### src/rtl/fft_frame_packetizer.sv
// Buffers a free-running real sample stream in a small FIFO and frames it into
// fixed N-beat Avalon-ST packets for the FFT sink, tracking dropped samples.
module fft_frame_packetizer #(
  parameter int unsigned DW         = 16,
  parameter int unsigned N          = 64,
  parameter int unsigned FIFO_DEPTH = 16
) (
  input  logic            i_clk,
  input  logic            i_rst_n,
  input  logic            i_enable,
  input  logic            i_in_valid,
  input  logic [DW-1:0]   i_in_data,
  output logic            o_src_valid,
  input  logic            i_src_ready,
  output logic            o_src_sop,
  output logic            o_src_eop,
  output logic [1:0]      o_src_error,
  output logic [2*DW-1:0] o_src_data,
  output logic            o_overflow,
  input  logic            i_clr_overflow,
  output logic [15:0]     o_drop_count,
  output logic [15:0]     o_frame_count
);

  localparam int unsigned AW = $clog2(FIFO_DEPTH);
  localparam int unsigned PW = AW + 1;
  localparam int unsigned BW = $clog2(N);
  localparam logic [BW-1:0] LAST_BEAT = BW'(N - 1);
  localparam logic [PW-1:0] DEPTH_P   = PW'(FIFO_DEPTH);

  typedef enum logic [0:0] {
    S_IDLE   = 1'b0,
    S_STREAM = 1'b1
  } state_t;

  state_t          r_state;
  state_t          w_state_nxt;
  logic [DW-1:0]   r_mem [FIFO_DEPTH];
  logic [PW-1:0]   r_wr_ptr;
  logic [PW-1:0]   r_rd_ptr;
  logic [PW-1:0]   w_count;
  logic [PW-1:0]   w_count_left;
  logic [PW-1:0]   w_rd_ptr_nxt;
  logic [BW-1:0]   r_beat;
  logic [BW-1:0]   w_beat_nxt;
  logic            w_full;
  logic            w_pop;
  logic            w_push;
  logic            w_drop;
  logic            w_eop_accept;
  logic            w_valid_nxt;
  logic            w_sop_nxt;
  logic            w_eop_nxt;

  // A pop frees a slot in the same cycle, so a write into a full FIFO that is
  // being drained is not a drop.
  assign w_count      = r_wr_ptr - r_rd_ptr;
  assign w_full       = (w_count == DEPTH_P);
  assign w_pop        = o_src_valid & i_src_ready;
  assign w_push       = i_in_valid & (~w_full | w_pop);
  assign w_drop       = i_in_valid & w_full & ~w_pop;
  assign w_count_left = w_count - PW'(w_pop);
  assign w_rd_ptr_nxt = r_rd_ptr + PW'(w_pop);
  assign w_eop_accept = w_pop & (r_beat == LAST_BEAT);
  assign o_src_error  = 2'b00;

  always_ff @(posedge i_clk) begin
    if (w_push) begin
      r_mem[r_wr_ptr[AW-1:0]] <= i_in_data;
    end
  end

  always_ff @(posedge i_clk or negedge i_rst_n) begin
    if (!i_rst_n) begin
      r_wr_ptr <= '0;
      r_rd_ptr <= '0;
    end else begin
      if (w_push) begin
        r_wr_ptr <= r_wr_ptr + PW'(1);
      end
      r_rd_ptr <= w_rd_ptr_nxt;
    end
  end

  always_ff @(posedge i_clk or negedge i_rst_n) begin
    if (!i_rst_n) begin
      r_state <= S_IDLE;
    end else begin
      r_state <= w_state_nxt;
    end
  end

  // Frames start only from IDLE and stop only after an accepted EOP beat.
  always_comb begin
    w_state_nxt = r_state;
    case (r_state)
      S_IDLE: begin
        if (i_enable && (w_count != '0)) begin
          w_state_nxt = S_STREAM;
        end
      end
      S_STREAM: begin
        if (w_eop_accept && !i_enable) begin
          w_state_nxt = S_IDLE;
        end
      end
      default: w_state_nxt = S_IDLE;
    endcase
  end

  // Output view excludes this cycle's write, giving one cycle of write-to-valid latency.
  always_comb begin
    w_beat_nxt  = '0;
    w_valid_nxt = 1'b0;
    if (r_state == S_STREAM) begin
      w_beat_nxt = r_beat + BW'(w_pop);
    end
    if (w_state_nxt == S_STREAM) begin
      w_valid_nxt = (w_count_left != '0);
    end
    w_sop_nxt = w_valid_nxt & (w_beat_nxt == '0);
    w_eop_nxt = w_valid_nxt & (w_beat_nxt == LAST_BEAT);
  end

  always_ff @(posedge i_clk or negedge i_rst_n) begin
    if (!i_rst_n) begin
      r_beat      <= '0;
      o_src_valid <= 1'b0;
      o_src_sop   <= 1'b0;
      o_src_eop   <= 1'b0;
      o_src_data  <= '0;
    end else begin
      r_beat      <= w_beat_nxt;
      o_src_valid <= w_valid_nxt;
      o_src_sop   <= w_sop_nxt;
      o_src_eop   <= w_eop_nxt;
      if (w_valid_nxt) begin
        o_src_data <= {{DW{1'b0}}, r_mem[w_rd_ptr_nxt[AW-1:0]]};
      end
    end
  end

  // Clear has priority over a same-cycle drop.
  always_ff @(posedge i_clk or negedge i_rst_n) begin
    if (!i_rst_n) begin
      o_overflow   <= 1'b0;
      o_drop_count <= '0;
    end else if (i_clr_overflow) begin
      o_overflow   <= 1'b0;
      o_drop_count <= '0;
    end else if (w_drop) begin
      o_overflow <= 1'b1;
      if (o_drop_count != 16'hFFFF) begin
        o_drop_count <= o_drop_count + 16'd1;
      end
    end
  end

  always_ff @(posedge i_clk or negedge i_rst_n) begin
    if (!i_rst_n) begin
      o_frame_count <= '0;
    end else if (w_eop_accept) begin
      o_frame_count <= o_frame_count + 16'd1;
    end
  end

endmodule

### config.mk
export PLATFORM = sky130hd
export DESIGN_NAME = fft_frame_packetizer
export DESIGN_NICKNAME = d
export VERILOG_FILES = /design/src/rtl/fft_frame_packetizer.sv
export SDC_FILE = /design/constraint.sdc
export NUM_CORES = 1
export LEC_CHECK = 0
export ABC_CLOCK_PERIOD_IN_PS = 3190
export CORE_MARGIN = 2
export CORE_UTILIZATION = 50
export DETAILED_ROUTE_END_ITERATION = 10
export GPL_ROUTABILITY_DRIVEN = 0
export GPL_TIMING_DRIVEN = 1
export PLACE_DENSITY = 0.69
export SYNTH_ARGS = -nofsm -noshare
export SYNTH_HDL_FRONTEND = slang
export SYNTH_SLANG_ARGS = --single-unit
### constraint.sdc
create_clock -name i_clk -period 3.19 [get_ports i_clk]
set_input_delay 0.4785 -clock i_clk [delete_from_list [all_inputs] [get_ports i_clk]]
set_output_delay 0.4785 -clock i_clk [all_outputs]
set_load 0.01 [all_outputs]
==> reports/results.ini <==
[run_status]
status=finished, final reports clean

[die]
fp-row-count=59
fp.coreArea_mm2=0.0260
die_h_um=167
io_pins=92
fp.dieW_um=167
dieArea_mm2=0.0278
initial_utilization=0.509

[worst_setup_path]
crit_arrival_ps=3260
crit_fanout=10
start_kind=flip-flop
reg2reg_setup_slack_ps=150
criticalPathCategory=reg -> reg
path_buf_inv=4
timing.critical_path.slowest_stage_cell=fa_1
end_kind=flip-flop
crit_family=simple AND/OR/NAND/NOR gates
r2r_cells=12
path_cells=inv_1 -> ha_1 -> inv_1 -> fa_1 -> xor2_1 -> nand4b_1 -> a211oi_4 -> nand2_1 -> nand3_2 -> buf_4 -> nor2_4 -> buf_12
path_common_cell=inv_1
cp.depth=12
crit_path_max_incr_delay_ps=410
crit_required_ps=3410

[timing]
maxSlewViolCount=0
fmax_mhz=329
period_share=0.953
tightest_slew_ps=976
rsz0062_at_grt=no
setup_ws_ps=150
finalWorstPathRequiredPeriod_ps=3040
maxSlewHeadroom=0.349
timing.setup.tns_ps=0
setup_viol_count_final=0
fin_worst_skew_ps=16.3
hold_viol_final=0

[synthesis]
async_flop_share=0.212
ys_ff_latch=325
netlist_area_mm2=0.0132
ys_types=48
synth-warning-count=0
ys_seq_area_frac=0.712
netlist_instances=774
yosys_most_used_dff=edfxtp_1
synth-edff-count=256
syn_area_per_cell_um2=17.1

[clock_network]
ctsHtreeMaxLevel=2
clock_latency_ps=520
cts.sinks=325
clk_path_buf_depth=3
cts_tree=built
path_clk_slew_ps=60
ctsHoldBuffers=0
clock-root-buffer=clkbuf_16
cts_made_buffers=34

[finish]
final_cell_mix=edfxtp_1 (256), nand2_1 (84), clkdlybuf4s50_1 (72)
syn2layout_area_growth_pct=20.4
finish.utilization=0.613
final_common_cell=edfxtp_1
drive_gt1_frac=0.212
num-nets-final=936
antenna_cells=0

[pwr]
peakVddDrop_mv=0.683
power_density_mw_per_mm2=965
p_leak_nw=5.64

[placement]
pre_cts_slack_ps=-135
dp_hpwl_um=16900
numPortBuffers=73

[drt]
drt-pass1-iter-count=7
drtAntennaViolNets=0
totalWireLength_um=28000
drc=0
drt-initial-drc-count=871
viasPerCell=5.77
vias=7264
wl_per_cell_um=22.3

[global_routing]
grt_pass1_wl_um=43900
antenna_found_initial=0
grt_max_degree=70
grt_use_total=0.210
grt_pass1_vias=7302
overflow=0

[job]
max_cap_violations=0

[hold_path]
hold_class=in -> async

-- metal layers --
layer / track usage / up-vias / wire length (um)
met4: 0.0566 / 0 / 589
li1: - / 3208 / -
met3: 0.0309 / 47 / 1780
met1: 0.309 / 3722 / 12100
met2: 0.332 / 287 / 13500
met5: 0 / - / 0
-- registers in the layout, summed over array words and instances (netlist names), 5 cells and up --
signal and flops:
o_drop_count 16, r_wr_ptr 5, o_frame_count 16, r_rd_ptr 5, o_src_data 16, r_beat 6
r_mem 256
-- report_power, final --
group / total (W) / internal [W] / switching, W
combinational: 0.00611 / 0.00293 / 0.00318
clock: 0.00386 / 0.00229 / 0.00156
sequential: 0.00540 / 0.00518 / 0.000212
total: 0.0154 / 0.0104 / 0.00495
-- synth_stat cells (6+ instances only) --
master,n,area share
buf_2,8,0.0030
nor2_1,23,0.0065
or3_1,6,0.0028
edfxtp_1,256,0.58
nand2_1,84,0.024
dfrtp_1,69,0.13
a21oi_1,14,0.0053
mux2_2,11,0.0094
xor2_1,12,0.0079
o21ai_0,6,0.0023
and2_1,6,0.0028
inv_1,14,0.0040
ha_1,15,0.014
nand4_1,8,0.0038
and3_1,24,0.011
buf_4,19,0.011
nand3_1,19,0.0072
nor3_1,11,0.0042
clkbuf_1,18,0.0051
mux4_2,64,0.11
mux2_1,7,0.0060
xnor2_1,22,0.015
a31oi_1,16,0.0076
-- logic make-up (layout without fill, tap and decap cells) --
kind of cell    count (synthesis)  after routing  synth area share
buf+inv                        65            197            0.0252
xor+xnor                       34             34            0.0225
simple gates                  200            200            0.0744
compound gates                 50             50            0.0251
flops                         325            325             0.712
mux                            83             83             0.125
fa+ha+maj                      16             16            0.0157
other cells                     1             18          0.000284
-- path summary, 6_finish.rpt --
| path | start | to |
|---|---|---|
| setup / recovery | r_wr_ptr[0] | r_mem[5][8] |
| hold / removal | i_rst_n | o_drop_count[8] |
| setup reg to reg | r_wr_ptr[0] | r_mem[5][8] |
| hold reg to reg | o_frame_count[15] | o_frame_count[15] |
| max in group asynchronous | i_rst_n | o_src_data[8] |
| min in group i_clk | o_frame_count[15] | o_frame_count[15] |
-- timing repair --
action,4_1_cts,5_1_grt
pin swaps,0,3
cloned,0,0
endpoints found under the setup margin,45,106
buffers inserted,0,6
resized for setup,5,7
-- cell type report --
type,instances,area [um^2]
well taps,335,419
inverters,15,56.3
clock buffers,45,923
flip-flops and latches,325,9410
fillers,1860,10100
multi-input cells,401,3670
clock inverters,16,169
repair buffers,121,1270
-- through the flow --
stage                     hold slack, ps  std cells  cell area, um^2  total power [W]
final                                129       1258            15900           0.0154
after global routing                 204       1258            15900           0.0162
after CTS                            165       1252            15800           0.0155
after detailed placement             468       1191            14700           0.0115
after global placement               463       1191            14700           0.0115
after floorplan                      183        791            13300          0.00937
(Power assumes the default switching activity.)
